--- src/rtl/intersection_phase_controller.sv ---
// Round-robin multi-approach intersection sequencer (left turn, green/walk, yellow, all-red)
// with latched pedestrian requests, a tick prescaler and a flashing-red issue mode.
module intersection_phase_controller #(
  parameter int unsigned NUM_APPROACHES = 2,
  parameter int unsigned CNT_W          = 32,
  parameter int unsigned TICK_DIV       = 5000000,
  parameter int unsigned T_LEFT         = 100,
  parameter int unsigned T_GREEN        = 200,
  parameter int unsigned T_WALK         = 100,
  parameter int unsigned T_YELLOW       = 50,
  parameter int unsigned T_ALL_RED      = 20,
  parameter int unsigned FLASH_HALF     = 5,
  localparam int unsigned AW = ($clog2(NUM_APPROACHES) < 1) ? 1 : $clog2(NUM_APPROACHES)
) (
  input  logic                      in_clock,
  input  logic                      in_reset_n,
  input  logic                      in_issue,
  input  logic [NUM_APPROACHES-1:0] in_ped_request,
  input  logic [NUM_APPROACHES-1:0] in_left_enable,
  output logic [NUM_APPROACHES-1:0] out_red,
  output logic [NUM_APPROACHES-1:0] out_yellow,
  output logic [NUM_APPROACHES-1:0] out_green,
  output logic [NUM_APPROACHES-1:0] out_left_turn,
  output logic [NUM_APPROACHES-1:0] out_walk,
  output logic [AW-1:0]             out_active_approach,
  output logic [2:0]                out_phase,
  output logic [CNT_W-1:0]          out_remaining
);

  localparam int unsigned N = NUM_APPROACHES;

  localparam logic [CNT_W-1:0] DivLast   = CNT_W'(TICK_DIV - 1);
  localparam logic [CNT_W-1:0] TLeft     = CNT_W'(T_LEFT);
  localparam logic [CNT_W-1:0] TGreen    = CNT_W'(T_GREEN);
  localparam logic [CNT_W-1:0] TYellow   = CNT_W'(T_YELLOW);
  localparam logic [CNT_W-1:0] TAllRed   = CNT_W'(T_ALL_RED);
  localparam logic [CNT_W-1:0] FlashHalf = CNT_W'(FLASH_HALF);
  // Walk shows while the green counter is still above this value.
  localparam logic [CNT_W-1:0] WalkEnd   = CNT_W'(T_GREEN - T_WALK);
  localparam logic [CNT_W-1:0] CntOne    = CNT_W'(1);

  typedef enum logic [2:0] {
    StAllRed = 3'd0,
    StLeft   = 3'd1,
    StGreen  = 3'd2,
    StYellow = 3'd3,
    StIssue  = 3'd4
  } phase_e;

  phase_e           phase_q, phase_d;
  logic [AW-1:0]    app_q, app_d, next_app;
  logic [CNT_W-1:0] cnt_q, cnt_d, pre_q, pre_d;
  logic [N-1:0]     ped_q, ped_d, ped_clr;
  logic             walk_q, walk_d;
  logic             flash_q, flash_d;
  logic             first_q, first_d;
  logic             tick, expire;

  logic [N-1:0]     sel;
  logic [N-1:0]     red_d, yellow_d, green_d, left_d, walk_out_d;
  logic [N-1:0]     red_q, yellow_q, green_q, left_q, walk_out_q;
  logic [CNT_W-1:0] rem_d, rem_q;

  always_comb begin
    tick     = (pre_q == DivLast);
    expire   = tick && (cnt_q == CntOne);
    next_app = (app_q == AW'(N - 1)) ? '0 : app_q + 1'b1;

    phase_d = phase_q;
    app_d   = app_q;
    cnt_d   = cnt_q;
    pre_d   = tick ? '0 : pre_q + 1'b1;
    walk_d  = walk_q;
    flash_d = flash_q;
    first_d = first_q;
    ped_clr = '0;

    if (in_issue) begin
      if (phase_q != StIssue) begin
        phase_d = StIssue;
        cnt_d   = FlashHalf;
        pre_d   = '0;
        flash_d = 1'b1;
        walk_d  = 1'b0;
      end else if (tick) begin
        if (cnt_q == CntOne) begin
          cnt_d   = FlashHalf;
          flash_d = ~flash_q;
        end else begin
          cnt_d = cnt_q - 1'b1;
        end
      end
    end else if (phase_q == StIssue) begin
      phase_d = StAllRed;
      cnt_d   = TAllRed;
      pre_d   = '0;
      first_d = 1'b1;
    end else if (expire) begin
      pre_d = '0;
      unique case (phase_q)
        StAllRed: begin
          app_d   = first_q ? '0 : next_app;
          first_d = 1'b0;
          if (in_left_enable[app_d]) begin
            phase_d = StLeft;
            cnt_d   = TLeft;
          end else begin
            phase_d        = StGreen;
            cnt_d          = TGreen;
            walk_d         = ped_q[app_d];
            ped_clr[app_d] = 1'b1;
          end
        end
        StLeft: begin
          phase_d        = StGreen;
          cnt_d          = TGreen;
          walk_d         = ped_q[app_q];
          ped_clr[app_q] = 1'b1;
        end
        StGreen: begin
          phase_d = StYellow;
          cnt_d   = TYellow;
          walk_d  = 1'b0;
        end
        StYellow: begin
          phase_d = StAllRed;
          cnt_d   = TAllRed;
        end
        default: ;
      endcase
    end else if (tick) begin
      cnt_d = cnt_q - 1'b1;
    end

    // A request on the green-entry edge itself stays latched for the next service.
    ped_d = (ped_q & ~ped_clr) | in_ped_request;
  end

  // Lamp decode from next state so lamps change on the same edge as the phase.
  always_comb begin
    sel        = '0;
    sel[app_d] = 1'b1;
    red_d      = '1;
    yellow_d   = '0;
    green_d    = '0;
    left_d     = '0;
    walk_out_d = '0;
    rem_d      = cnt_d;
    unique case (phase_d)
      StLeft: begin
        red_d  = ~sel;
        left_d = sel;
      end
      StGreen: begin
        red_d   = ~sel;
        green_d = sel;
        if (walk_d && (cnt_d > WalkEnd)) walk_out_d = sel;
      end
      StYellow: begin
        red_d    = ~sel;
        yellow_d = sel;
      end
      StIssue: begin
        red_d = flash_d ? '1 : '0;
        rem_d = '0;
      end
      default: ;
    endcase
  end

  always_ff @(posedge in_clock or negedge in_reset_n) begin
    if (!in_reset_n) begin
      phase_q    <= StAllRed;
      app_q      <= '0;
      cnt_q      <= TAllRed;
      pre_q      <= '0;
      ped_q      <= '0;
      walk_q     <= 1'b0;
      flash_q    <= 1'b0;
      first_q    <= 1'b1;
      red_q      <= '1;
      yellow_q   <= '0;
      green_q    <= '0;
      left_q     <= '0;
      walk_out_q <= '0;
      rem_q      <= TAllRed;
    end else begin
      phase_q    <= phase_d;
      app_q      <= app_d;
      cnt_q      <= cnt_d;
      pre_q      <= pre_d;
      ped_q      <= ped_d;
      walk_q     <= walk_d;
      flash_q    <= flash_d;
      first_q    <= first_d;
      red_q      <= red_d;
      yellow_q   <= yellow_d;
      green_q    <= green_d;
      left_q     <= left_d;
      walk_out_q <= walk_out_d;
      rem_q      <= rem_d;
    end
  end

  assign out_red             = red_q;
  assign out_yellow          = yellow_q;
  assign out_green           = green_q;
  assign out_left_turn       = left_q;
  assign out_walk            = walk_out_q;
  assign out_active_approach = app_q;
  assign out_phase           = phase_q;
  assign out_remaining       = rem_q;

endmodule

--- config.mk ---
export PLATFORM = sky130hd
export DESIGN_NAME = intersection_phase_controller
export DESIGN_NICKNAME = d
export VERILOG_FILES = /design/src/rtl/intersection_phase_controller.sv
export SDC_FILE = /design/constraint.sdc
export NUM_CORES = 1
export LEC_CHECK = 0
export BUFFER_PORTS_ARGS = -buffer_cell sky130_fd_sc_hd__clkbuf_2
export CAP_MARGIN = 20
export CELL_PAD_IN_SITES_DETAIL_PLACEMENT = 0
export CELL_PAD_IN_SITES_GLOBAL_PLACEMENT = 1
export CORE_ASPECT_RATIO = 0.9
export CORE_MARGIN = 2
export CORE_UTILIZATION = 33
export CTS_BUF_LIST = sky130_fd_sc_hd__clkbuf_4
export DETAILED_ROUTE_END_ITERATION = 6
export PLACE_DENSITY = 0.62
export SETUP_SLACK_MARGIN = 0.1
export SYNTH_ARGS = -nofsm -noshare
export SYNTH_HDL_FRONTEND = slang
export SYNTH_SLANG_ARGS = --single-unit
--- constraint.sdc ---
create_clock -name in_clock -period 3.7 [get_ports in_clock]
set_clock_uncertainty 0.15 [all_clocks]
set_input_delay 0.555 -clock in_clock [delete_from_list [all_inputs] [get_ports in_clock]]
set_output_delay 0.555 -clock in_clock [all_outputs]
set_load 0.01 [all_outputs]
==> summary.txt, run 1 <==
Status
  – Outcome: completed

Synth
  – Most common cell in the netlist: nor2_1
  – Post-synth top area cell: dfrtp_1
  – Post-synth top area share: 46.2%
  – Yosys warns: 0
  – Number of different library cells in the post-synthesis netlist: 69
  – Mapped Avg Cell Area: 9.31 sq um
  – Synth top cells by count: nor2_1, dfrtp_1, nand2_1
  – Yosys reg bits: 115
  – Part of the Yosys area used for sequential elements: 49.4%
  – Synth top area cells: dfrtp_1, nor2_1, xor2_1, nand2_1, dfstp_2
  – Synth Net Count: approximately 640
  – Syn Inst Count: 628
  – Async set-reset flop share out of synthesis: 100%
  – Synth Flop Type: dfrtp_1
  – Netlist Area Pre-Place: 5850 sq um
  – EDFF count, synth: 0

Power
  – Leak pwr: 3.14 nW
  – Power, Total: 2.28 mW
  – Maximum vdd drop: approximately 200 uV
  – PwrDens: 325 nW/um^2

Clock network
  – Clock latency on the worst-skew pair: 530 ps
  – Root buf cell: clkbuf_4
  – Worst-path clk slew: 100 ps
  – CTS tree: yes
  – Clk sinks: 115
  – Htree depth: 4
  – TritonCTS buffer count: 17
  – Clock Tree Buf Depth: 2

Timing
  – Fin crit share: 94.6%
  – Tightest Pin Transition: 879 ps
  – Final hold viol count: 0
  – Rel. slew slack: roughly two fifths
  – Setup violators final: 0
  – Min Tclk post-route: 3500 ps
  – Worst hold margin: 55.0 ps
  – Final WS setup: 199 ps
  – Fin. max-slew vios: 0
  – F_max: approximately 290 MHz
  – Total negative slack: 0 ps
  – RSZ-0062 raised after global routing: true

Worst setup path
  – Max Fanout on Critical Path: 4
  – Flop-to-flop setup slack: 200 ps
  – CP endpoint kind: register
  – R2R cell count: 9
  – Most common cell on crit path: or4_4
  – Worst endpoint required time: 3950 ps
  – Startpoint Class: register
  – Critical Path, Cell by Cell: or4_4, or4_4, nor4_4, nand3_1, xor2_2, a31oi_1, or4_1, a211oi_4, nor2_1
  – Worst path buffer plus inverter count: 0
  – Setup Crit Path Kind: register to register
  – WP depth: 9
  – WP data arrival: 3750 ps
  – End of the critical path: out_walk[1]
  – CP peak stage delay: 540 ps
  – CP top delay family: simple AND/OR/NAND/NOR gates
  – Crit path launch: cnt_q[22]
  – Worst r2r src: cnt_q[22]
  – Critical-path top delay cell: or4_4
  – Reg-to-reg endpoint: out_walk[1]

Cells and area
  – Final core utilization: 40.2%
  – Final cell count without fillers: ~970
  – Area delta synth->final: 20.3%
  – FILL cells: 1815
  – Design area: 7030 sq um
  – Fraction of layout cells with a size suffix above 1: 22.6%
  – Final nets: about 730

Placement
  – GPL Wtd Cong: ~0.91
  – Dpl cells: 932
  – DP Area: 6620 sq um
  – DP Wirelength: 11.9 mm
  – Port Buffer Count: 52
  – DP Worst Slack: 81.1 ps

GRT
  – Pin count of the biggest net entering global routing: 66
  – Initial antenna violation count: 1
  – Gr usage total: a little under a fifth
  – Vias in the first global route: ~4900
  – GR Overflow Total: 0
  – First-pass GRT wire length: between 20 and 30 mm

Route
  – DRC: 0
  – Post-Route WL: 16.6 mm
  – First drt pass iteration count: 5
  – First DRT Iteration DRCs: 316
  – DR vias/cell: 5.19
  – DR vias: 5040
  – Routed WL per cell: around 17 um
  – Routed Antenna Nets: 0

Floorplanning
  – Die area: 18800 sq um
  – Initial core utilization: 33.4%
  – Die W: 144 um
  – I/O Pins: 53
  – Core area: approximately 17000 sq um
  – Die Ht: 130 um
  – FP Rows: 46

Hold path
  – Worst min-delay path class: input port to register

Flow run
  – Maxcap violations: 0
## area by class of cell
class	instances	area [sq um]	area share (%)
multi-input cells	476	2910	41.4
clock buffers	19	143	2.03
inverters	12	45.0	0.640
flip-flops and latches	115	2890	41.1
well taps	240	300	4.27
repair buffers	97	628	8.93
clock inverters	12	116	1.65
diodes	1	2.50	0.0356
## routing by layer
metal  wire length, um  GRT usage [%]  part of all wire (%)  vias up
met4               144           4.74                  0.87        0
met2              7610           27.8                    46      151
li1                  -              -                     -     2408
met5                 0              0                     0        -
met3               801           4.55                   4.8       14
met1              8040           26.7                    48     2467
## cell families (layout without fill, tap and decap cells)
| family | after synthesis | count (layout) | share of synthesized area (%) |
|---|---|---|---|
| xor gates and xnor gates | 42 | 42 | 6.29 |
| buffers and inverters | 37 | 140 | 2.42 |
| and+or+nand+nor | 323 | 323 | 28.3 |
| other | 0 | 1 | 0 |
| adders and majority gates | 3 | 3 | 0.642 |
| muxes | 7 | 7 | 1.26 |
| DFF | 115 | 115 | 49.4 |
| AOI/OAI and AO/OA | 101 | 101 | 11.7 |
## report_power, final
group | internal [mW] | switching [mW]
combinational | 0.0379 | 0.0902
clock | 0.402 | 0.479
sequential | 1.27 | 0.00993
## state kept, by name (all words and copies together), names as in the netlist, 3 cells and up
register       count
out_phase          3
pre_q             32
cnt_q             32
out_remaining     32
## what timing repair did
action	CTS	global route
setup buffers	0	7
hold buffers	1	0
setup endpoints to repair	2	2
pin swaps	1	7
resized for setup	1	14
hold endpoints to repair	21	0
## worst register-to-register path: cells and delay by family, from the launching register on
family	cells	cell delay [ps]
AO/OA/AOI/OAI	2	430
XOR/XNOR	1	210
flip-flops	1	440
AND/OR/NAND/NOR	6	2170
## worst min-delay path by stage
| stage | start | slack (ps) | to | cells after the start |
|---|---|---|---|---|
| CTS | in_ped_request[1] | 2 | ped_q[1] | 2 |
| finish | in_ped_request[0] | 50 | ped_q[0] | 2 |
| global placement | pre_q[0] | 310 | pre_q[0] | 1 |
| detailed placement | pre_q[0] | 320 | pre_q[0] | 1 |
| floorplan | in_reset_n | 110 | cnt_q[0] | 0 |
| global route | in_ped_request[1] | 4 | ped_q[1] | 2 |
## layout by cell type (no fill, tap or decap), types with 7 or more instances in the layout
master and n:
nor2_1 123, dfrtp_1 107, nand2_1 55, clkbuf_2 51
buf_4 43, nand3_1 24, xor2_1 22, a21oi_1 21
o21ai_0 20, clkbuf_4 19, nor3_1 18, xnor2_1 16
nand4_1 14, and3_1 12, nor4_1 12, or3_1 12
inv_1 12, and2_1 11, a31oi_1 9, o31ai_1 7
dfstp_2 7
Power figures use the tool's default switching activity.
==> run 2, diff against run 1 <==
--- a/config.mk
+++ b/config.mk
@@ -14,7 +14,7 @@
 export CORE_UTILIZATION = 33
 export CTS_BUF_LIST = sky130_fd_sc_hd__clkbuf_4
 export DETAILED_ROUTE_END_ITERATION = 6
-export PLACE_DENSITY = 0.62
+export PLACE_DENSITY = 0.65
 export SETUP_SLACK_MARGIN = 0.1
 export SYNTH_ARGS = -nofsm -noshare
 export SYNTH_HDL_FRONTEND = slang
==> constraint.sdc (replaced) <==
create_clock -name in_clock -period 3.1 [get_ports in_clock]
set_clock_uncertainty 0.15 [all_clocks]
set_input_delay 0.465 -clock in_clock [delete_from_list [all_inputs] [get_ports in_clock]]
set_output_delay 0.465 -clock in_clock [all_outputs]
set_load 0.01 [all_outputs]
==> run 2 against run 1 <==
- the flow now finishes with violations (negative setup slack)
- sequential cell count did not move
- setup slack got worse by 420 ps
- combinational power rose by 52%
- routed wire length rose by 7.2%
- clock power rose by 38%
- critical path type unchanged
- critical endpoint unchanged
==> summary.txt, run 2 (synthesis results as in run 1) <==
Status
  – Outcome: finished, violations left (was completed)
  – Violated checks: negative setup slack

Timing
  – Worst hold margin: 155 ps (was 55.0 ps)
  – Tightest Pin Transition: 829 ps (was 879 ps)
  – Min Tclk post-route: 3320 ps (was 3500 ps)
  – Total negative slack: -440 ps (was 0 ps)
  – Final WS setup: -224 ps (was 199 ps)
  – Fin crit share: 107% (was 94.6%)
  – Fin. max-slew vios: 0 (unchanged)
  – Setup violators final: 2 (was 0)
  – Rel. slew slack: 44.8% (was 41.4%)
  – RSZ-0062 raised after global routing: true (unchanged)
  – F_max: 301 MHz (was 286 MHz)
  – Final hold viol count: 0 (unchanged)

Cells and area
  – Final core utilization: 45.9% (was 40.2%)
  – Most common cell after layout, fill and taps aside: buf_4 (was nor2_1)
  – Fraction of layout cells with a size suffix above 1: 34.5% (was 22.6%)
  – FILL cells: 1736 (was 1815)
  – Final cell count without fillers: 1094 (was 972)
  – Final nets: 850 (was 729)
  – Area delta synth->final: 37.5% (was 20.3%)
  – Most frequent cells in the layout: buf_4, nor2_1, dfrtp_1 (was nor2_1, dfrtp_1, nand2_1)

Power
  – Combinational fraction of design power: 6.7% (was 5.6%)
  – Clk pwr share: 41.6% (was 38.5%)
  – Cell Int Power: 2.23 mW (was 1.71 mW)
  – Switching power share of the total: 24.1% (was 25.3%)
  – Leak pwr: 3.79 nW (was 3.14 nW)
  – Flop pwr share: 51.7% (was 55.9%)
  – Maximum vdd drop: 214 uV (was 204 uV)
  – Switching power: 0.708 mW (was 0.579 mW)
  – PwrDens: 365 nW/um^2 (was 325 nW/um^2)
  – Power, Total: 2.93 mW (was 2.28 mW)

Worst setup path
  – Setup Crit Path Kind: register to register (unchanged)
  – Worst endpoint required time: 3360 ps (was 3950 ps)
  – WP data arrival: 3580 ps (was 3750 ps)
  – Max Fanout on Critical Path: 3 (was 4)
  – Startpoint Class: register (unchanged)
  – Most common cell on crit path: or4_4 (unchanged)
  – CP endpoint kind: register (unchanged)
  – Critical-path top delay cell: or4_4 (unchanged)
  – CP peak stage delay: 570 ps (was 540 ps)
  – Critical Path, Cell by Cell: or4_4, or4_4, nor2_8, a31oi_4, o2bb2ai_2, or3b_1, or4_4, a211oi_4, nor2_1 (was or4_4, or4_4, nor4_4, nand3_1, xor2_2, a31oi_1, or4_1, a211oi_4, nor2_1)

Clock network
  – Clock latency on the worst-skew pair: 530 ps (about the same)
  – Htree depth: 4 (unchanged)
  – Clock Tree Buf Depth: 2 (unchanged)
  – Clk sinks: 115 (unchanged)
  – CTS tree: yes (unchanged)
  – Root buf cell: clkbuf_4 (unchanged)
  – TritonCTS buffer count: 17 (unchanged)
  – Worst-path clk slew: 100 ps (about the same)

Hold path
  – Worst min-delay path class: input port to register (unchanged)

Route
  – DR vias/cell: 4.99 (was 5.19)
  – Post-Route WL: 17.8 mm (was 16.6 mm)
  – Routed Antenna Nets: 0 (unchanged)
  – DR vias: 5462 (was 5040)
  – First DRT Iteration DRCs: 322 (was 316)
  – First drt pass iteration count: 5 (unchanged)
  – Routed WL per cell: 16.3 um (was 17.1 um)
  – DRC: 0 (unchanged)

Placement
  – Dpl cells: 1054 (was 932)
  – Port Buffer Count: 52 (unchanged)
  – DP Wirelength: 13.5 mm (was 11.9 mm)
  – GPL Wtd Cong: 0.893 (was 0.915)

GRT
  – Gr usage total: 20.2% (was 18.5%)
  – GR Overflow Total: 0 (unchanged)
  – Initial antenna violation count: 1 (unchanged)
  – First-pass GRT wire length: 29.1 mm (was 26.6 mm)
  – Vias in the first global route: 5581 (was 4851)
  – Pin count of the biggest net entering global routing: 64 (was 66)

Floorplanning
  – Die area: 18800 sq um (unchanged)
  – Die Ht: 130 um (unchanged)
  – FP Rows: 46 (unchanged)
  – Core area: 17500 sq um (unchanged)
  – Initial core utilization: 33.4% (unchanged)
  – Die W: 144 um (unchanged)
  – I/O Pins: 53 (unchanged)

Flow run
  – Maxcap violations: 0 (unchanged)
==> run 2: layout make-up <==
class | count | area, sq um | share of cell area (%)
Multi-Input combinational cell | 476 | 2950 | 36.7
Sequential cell | 115 | 2890 | 35.9
Timing Repair Buffer | 218 | 1550 | 19.2
Tap cell | 240 | 300 | 3.74
Clock inverter | 13 | 166 | 2.07
Clock buffer | 19 | 143 | 1.77
Inverter | 12 | 45.0 | 0.560
Antenna cell | 1 | 2.50 | 0.0311
==> run 2: through the flow <==
stage               setup WS, ps  instance area, sq um
floorplan                  -6.74                  5850
global placement            -249                  7530
detailed placement          -236                  7530
CTS                         -191                  7910
global route                -291                  8040
finish                      -224                  8040
==> run 2: power groups by stage <==
stage | combinational (mW) | clock (mW) | sequential, mW
floorplan | 0.0725 | 0 | 1.55
global placement | 0.189 | 0 | 1.55
detailed placement | 0.189 | 0 | 1.55
CTS | 0.195 | 1.27 | 1.52
global route | 0.218 | 1.33 | 1.52
finish | 0.195 | 1.22 | 1.52
==> run 2: final timing paths <==
| path | endpoint | from | slack [ps] | depth (start not counted) |
|---|---|---|---|---|
| worst max-delay path | out_walk[1] | cnt_q[23] | -220 | 9 |
| worst max register to register | out_walk[1] | cnt_q[23] | -220 | 9 |
| worst min-delay path | out_remaining[4] | in_issue | 160 | 3 |
| max in group asynchronous | cnt_q[23] | in_reset_n | 1720 | 3 |
| worst min register to register | flash_q | flash_q | 360 | 1 |
| min in group asynchronous | pre_q[31] | in_reset_n | 470 | 3 |
==> run 2: metal layers <==
metal | global-route usage, % | share of wire, % | routed length, um | vias up
li1 | - | - | - | 2659
met1 | 28.7 | 49 | 8680 | 2649
met2 | 30.8 | 46 | 8180 | 141
met3 | 4.77 | 4.0 | 714 | 13
met4 | 5.83 | 1.2 | 207 | 0
met5 | 0 | 0 | 0 | -
==> run 2: what timing repair did <==
| item | CTS | global route |
|---|---|---|
| resized for setup | 9 | 22 |
| hold buffers | 3 | 0 |
| endpoints found under the hold margin | 94 | 0 |
| setup buffers | 1 | 3 |
| setup endpoints to repair | 6 | 24 |
| pin swaps | 2 | 11 |
==> run 2: critical path, delay by kind of cell (launching register included) <==
family             cells  cell delay [ps]
and+or+nand+nor        6             2180
AOI/OAI and AO/OA      3              500
DFF                    1              400
